===== src/rtl/loader_pkg.sv =====
// Shared types for the program loader: FSM state encoding and instruction word width.
package loader_pkg;

    localparam int RF_ADDR_BITS_DEFAULT = 3;

    // Instruction word = 4-bit opcode field plus two register-file addresses.
    function automatic int word_width(input int rf_bits);
        return 4 + 2 * rf_bits;
    endfunction

    localparam int WORD_W_DEFAULT = word_width(RF_ADDR_BITS_DEFAULT);

    typedef enum logic [2:0] {
        ST_IDLE    = 3'd0,
        ST_RECV_LO = 3'd1,
        ST_RECV_HI = 3'd2,
        ST_WRITE   = 3'd3,
        ST_DONE    = 3'd4,
        ST_ERROR   = 3'd5
    } loader_state_e;

endpackage


===== src/rtl/program_loader.sv =====
// Streams host bytes (low byte, then high byte) into instruction words and writes them
// into an external ROM, holding the CPU in reset until the whole program is loaded.
module program_loader
    import loader_pkg::*;
#(
    parameter int ROM_addressBits = 6,
    parameter int RF_addressBits  = 3
) (
    input  logic                                  clk,
    input  logic                                  rst_n,
    input  logic                                  start,
    input  logic [ROM_addressBits:0]              prog_length,
    input  logic                                  in_valid,
    input  logic [7:0]                            in_data,
    output logic                                  in_ready,
    output logic                                  ROM_writeEnable,
    output logic [ROM_addressBits-1:0]            ROM_writeAddress,
    output logic [word_width(RF_addressBits)-1:0] ROM_writeData,
    output logic                                  cpu_rst_n,
    output logic                                  busy,
    output logic                                  done,
    output logic                                  error,
    output loader_state_e                         o_dbg_state
);

    localparam int W    = word_width(RF_addressBits);
    localparam int HI_W = W - 8;
    localparam logic [ROM_addressBits:0] MAX_LEN = {1'b1, {ROM_addressBits{1'b0}}};

    loader_state_e                r_state;
    loader_state_e                w_next;
    logic [ROM_addressBits:0]     r_length;
    logic [ROM_addressBits-1:0]   r_count;
    logic [7:0]                   r_lo;
    logic [ROM_addressBits-1:0]   r_wr_addr;
    logic [W-1:0]                 r_wr_data;

    logic w_can_start;
    logic w_start_ok;
    logic w_len_bad;
    logic w_last;

    // Handshake: a byte moves on a rising edge where in_valid && in_ready; in_ready
    // does not depend on in_valid, and the host holds in_data stable while waiting.
    assign w_can_start = (r_state == ST_IDLE) || (r_state == ST_DONE) || (r_state == ST_ERROR);
    assign w_start_ok  = start && w_can_start;
    assign w_len_bad   = (prog_length == '0) || (prog_length > MAX_LEN);
    assign w_last      = ({1'b0, r_count} == (r_length - 1'b1));

    always_ff @(posedge clk or negedge rst_n) begin
        if (!rst_n) begin
            r_state <= ST_IDLE;
        end else begin
            r_state <= w_next;
        end
    end

    always_comb begin
        w_next = r_state;
        case (r_state)
            ST_IDLE, ST_DONE, ST_ERROR: begin
                if (start) begin
                    w_next = w_len_bad ? ST_ERROR : ST_RECV_LO;
                end
            end
            ST_RECV_LO: if (in_valid) w_next = ST_RECV_HI;
            ST_RECV_HI: if (in_valid) w_next = ST_WRITE;
            ST_WRITE:   w_next = w_last ? ST_DONE : ST_RECV_LO;
            default:    w_next = ST_IDLE;
        endcase
    end

    // Address/data registers load on the high-byte transfer so they are valid during
    // the single WRITE cycle and then simply hold.
    always_ff @(posedge clk or negedge rst_n) begin
        if (!rst_n) begin
            r_length  <= '0;
            r_count   <= '0;
            r_lo      <= '0;
            r_wr_addr <= '0;
            r_wr_data <= '0;
        end else begin
            if (w_start_ok && !w_len_bad) begin
                r_length <= prog_length;
                r_count  <= '0;
            end
            if ((r_state == ST_RECV_LO) && in_valid) begin
                r_lo <= in_data;
            end
            if ((r_state == ST_RECV_HI) && in_valid) begin
                r_wr_addr <= r_count;
                r_wr_data <= {in_data[HI_W-1:0], r_lo};
            end
            if ((r_state == ST_WRITE) && !w_last) begin
                r_count <= r_count + 1'b1;
            end
        end
    end

    assign in_ready         = (r_state == ST_RECV_LO) || (r_state == ST_RECV_HI);
    assign ROM_writeEnable  = (r_state == ST_WRITE);
    assign ROM_writeAddress = r_wr_addr;
    assign ROM_writeData    = r_wr_data;
    assign busy             = in_ready || (r_state == ST_WRITE);
    assign done             = (r_state == ST_DONE);
    assign cpu_rst_n        = (r_state == ST_DONE);
    assign error            = (r_state == ST_ERROR);
    assign o_dbg_state      = r_state;

endmodule


===== config.mk =====
export PLATFORM = sky130hd
export DESIGN_NAME = program_loader
export DESIGN_NICKNAME = d
export VERILOG_FILES = /design/src/rtl/loader_pkg.sv /design/src/rtl/program_loader.sv
export SDC_FILE = /design/constraint.sdc
export NUM_CORES = 1
export LEC_CHECK = 0
export CAP_MARGIN = 5
export CORE_MARGIN = 10
export CORE_UTILIZATION = 45
export CTS_CLUSTER_SIZE = 28
export DETAILED_ROUTE_END_ITERATION = 10
export PLACE_DENSITY = 0.73
export SKIP_CTS_REPAIR_TIMING = 1
export SYNTH_ARGS = -nofsm -noshare
export SYNTH_HDL_FRONTEND = slang
export SYNTH_SLANG_ARGS = --single-unit

===== constraint.sdc =====
create_clock -name clk -period 3 [get_ports clk]
set_clock_uncertainty 0.1 [all_clocks]
set_input_delay 0.45 -clock clk [delete_from_list [all_inputs] [get_ports clk]]
set_output_delay 0.45 -clock clk [all_outputs]
set_load 0.005 [all_outputs]

==> impl_metrics.yaml, run 1 <==
run_status:
  status: "finished, final reports clean"
floorplanning:
  die_h_um: 85.44
  core_mm2: 0.004058
  initial_core_util_pct: 47.49
  num_rows: 23
  die-area_mm2: 0.007299
  ioPinCount: 44
  die_w_um: 85.44
cells_and_area:
  fin_area_mm2: 0.002487
  area_growth_pct: 29.09
  n_antenna_cell: 0
  layout.cells.non_filler: 250
  nets: 220
  drive_gt1_share_pct: 22.50
power_and_ir_drop:
  power.leakage_nw: 1.049
  peakVddDrop_v: 0.0005341
  power.density_mw_per_mm2: 975.4
synthesis:
  avgSynthCellArea_um2: 12.59
  yosys_warnings: 0
  synth_edf_count: 0
  netlist.area_leader.share_pct: 51.95
  ys_dominant_reg_cell: "dfrtp_1"
  synthTopCellsByArea: "dfrtp_1 (52%), mux2_2 (15%), mux2_1 (3.5%)"
  yosys.cell_types.count: 39
  ys_seq_elements: 40
  syn_inst: 153
  synth_common_cells: "dfrtp_1 (40), mux2_2 (26), nand3_1 (8)"
  syn-cell-area_mm2: 0.001927
  async_flop_share_pct: 100.0
  synth_top_area_cell: "dfrtp_1"
  post-synth-top-count-cell: "dfrtp_1"
  synth_fp_nets: 174
  ys_seq_area_share_pct: 51.95
place:
  dpl_worst_slack_ns: 0.2253
  place_congestion: 0.7554
  dp.cells: 242
  dp_hpwl_um: 3285
  io_buffers: 43
  placed_area_mm2: 0.002394
timing:
  post-route-min-period_ns: 2.590
  setup_viol: 0
  rsz0062_at_grt: "false"
  max_slew.worst_pin.slew_ns: 0.8758
  relSlewSlack_pct: 41.61
  drv_slew: 0
  max_freq_ghz: 0.3862
  tns_ns: 0
  period_share_pct: 86.32
  hold_ws_ns: 0.1733
  setup_ws_ns: 0.4104
  finalHoldViolations: 0
setup_path:
  timing.rr.end: "r_count[5]"
  required_ns: 3.08
  critPathTopFamily: "simple AND/OR/NAND/NOR gates"
  crit_arrival_ns: 2.67
  rr_startpoint: "r_length[0]"
  path_cells: "inv_1 -> ha_1 -> and4bb_1 -> o211ai_1 -> or4b_4 -> o31ai_4 -> mux2_1 -> a21o_1"
  reg2regPathDepth: 8
  critPathBufInv: 1
  worstPathMaxFanout: 5
  start_kind: "register"
  cp_slowest_cell: "or4b_4"
  end_kind: "register"
  crit_type: "register to register"
  slowest_delay_ns: 0.57
  rrSetupSlack_ns: 0.41
global_route:
  grt_max_degree: 41
  antenna_found_initial: 0
  grt_usage_pct: 12.46
  grt_first_pass_wirelength_um: 7410
  overflow: 0
  grt_pass1_vias: 1526
detailed_routing:
  drt_iter0_drc: 67
  drt-wirelength-per-cell_um: 17.09
  postRouteAntennaNets: 0
  vias_per_cell: 5.420
  wl_um: 4273
  dr.pass1.iters: 4
  drc: 0
  vias: 1355
cts:
  ctsHtreeMaxLevel: 2
  insertion_delay_ns: 0.29
  cts_sinks: 40
  path_clk_slew_ns: 0.07
  cts_made_buffers: 5
  cts_tree: "built"
  clockRootBuffer: "clkbuf_8"
  cts_buffer_depth: 2
run:
  cap_violations: 0
worst_hold_path:
  hp-class: "input pin to async pin"
## how the worst max path moves through the flow
stage | start | end | cells past startpoint
final | r_length[0] | r_count[5] | 8
after global routing | r_length[0] | r_count[5] | 8
after CTS | r_length[0] | r_count[5] | 8
after detailed placement | prog_length[1] | r_length[6] | 6
after global placement | prog_length[1] | r_length[6] | 6
after floorplan | r_length[0] | r_count[5] | 8
## report_power, final
part | switching [mW] | internal [mW] | total [mW]
Sequential | 0.239 | 0.779 | 1.02
Clock | 0.182 | 0.187 | 0.369
Combinational | 0.409 | 0.631 | 1.04
Total | 0.829 | 1.60 | 2.43
## placed cells by master (no fill, tap or decap), types with 5 or more instances in the layout
master	synthesis	final
clkdlybuf4s50_1	0	42
dfrtp_1	40	40
mux2_2	26	26
nand3_1	8	8
inv_1	6	6
mux2_1	6	6
clkbuf_8	0	6
nor2_1	5	5
a21oi_1	5	5
xor2_1	5	5
## stage by stage
step / total power, mW / utilization, %
global route: 2.628 / 61.30
CTS: 2.466 / 61.30
global placement: 2.016 / 58.99
detailed placement: 2.088 / 58.99
floorplan: 1.592 / -
finish: 2.426 / 61.30
## layout make-up
class	count	area, µm²
Clock buffer	7	86.33
Clock inverter	1	7.507
Fill cell	327	1570
Inverter	6	22.52
Multi-Input combinational cell	100	859.6
Sequential cell	40	1001
Tap cell	50	62.56
Timing Repair Buffer	46	447.9
## registers in the layout, summed over array words and instances, names as in the netlist
name and count:
r_length 7, o_dbg_state 3, r_lo 8, ROM_writeData 10
ROM_writeAddress 6, r_count 6
## logic make-up (layout without fill, tap and decap cells)
logic type,Yosys count,in the layout,share of synthesized area (%)
flip-flops,40,40,51.95
AO/OA/AOI/OAI,20,20,7.272
multiplexers,33,33,19.22
AND/OR/NAND/NOR,36,36,12.73
XOR/XNOR,9,9,4.091
buffers and inverters,13,60,3.441
adder cells (fa/ha/maj),2,2,1.298
## routing by layer
layer | track usage (%) | up-vias | part of all wire, %
li1 | - | 649 | -
met5 | 0 | - | 0
met3 | 5.354 | 6 | 6.8
met1 | 13.20 | 665 | 39
met4 | 5.539 | 0 | 1.7
met2 | 20.98 | 35 | 52
(Power assumes the default switching activity.)
==> run 2: changes to the inputs <==
- CAP_MARGIN: 5 -> 20
==> results of run 2 <==
Same layout as run 1: the final DEF is identical, and so are final timing and power.
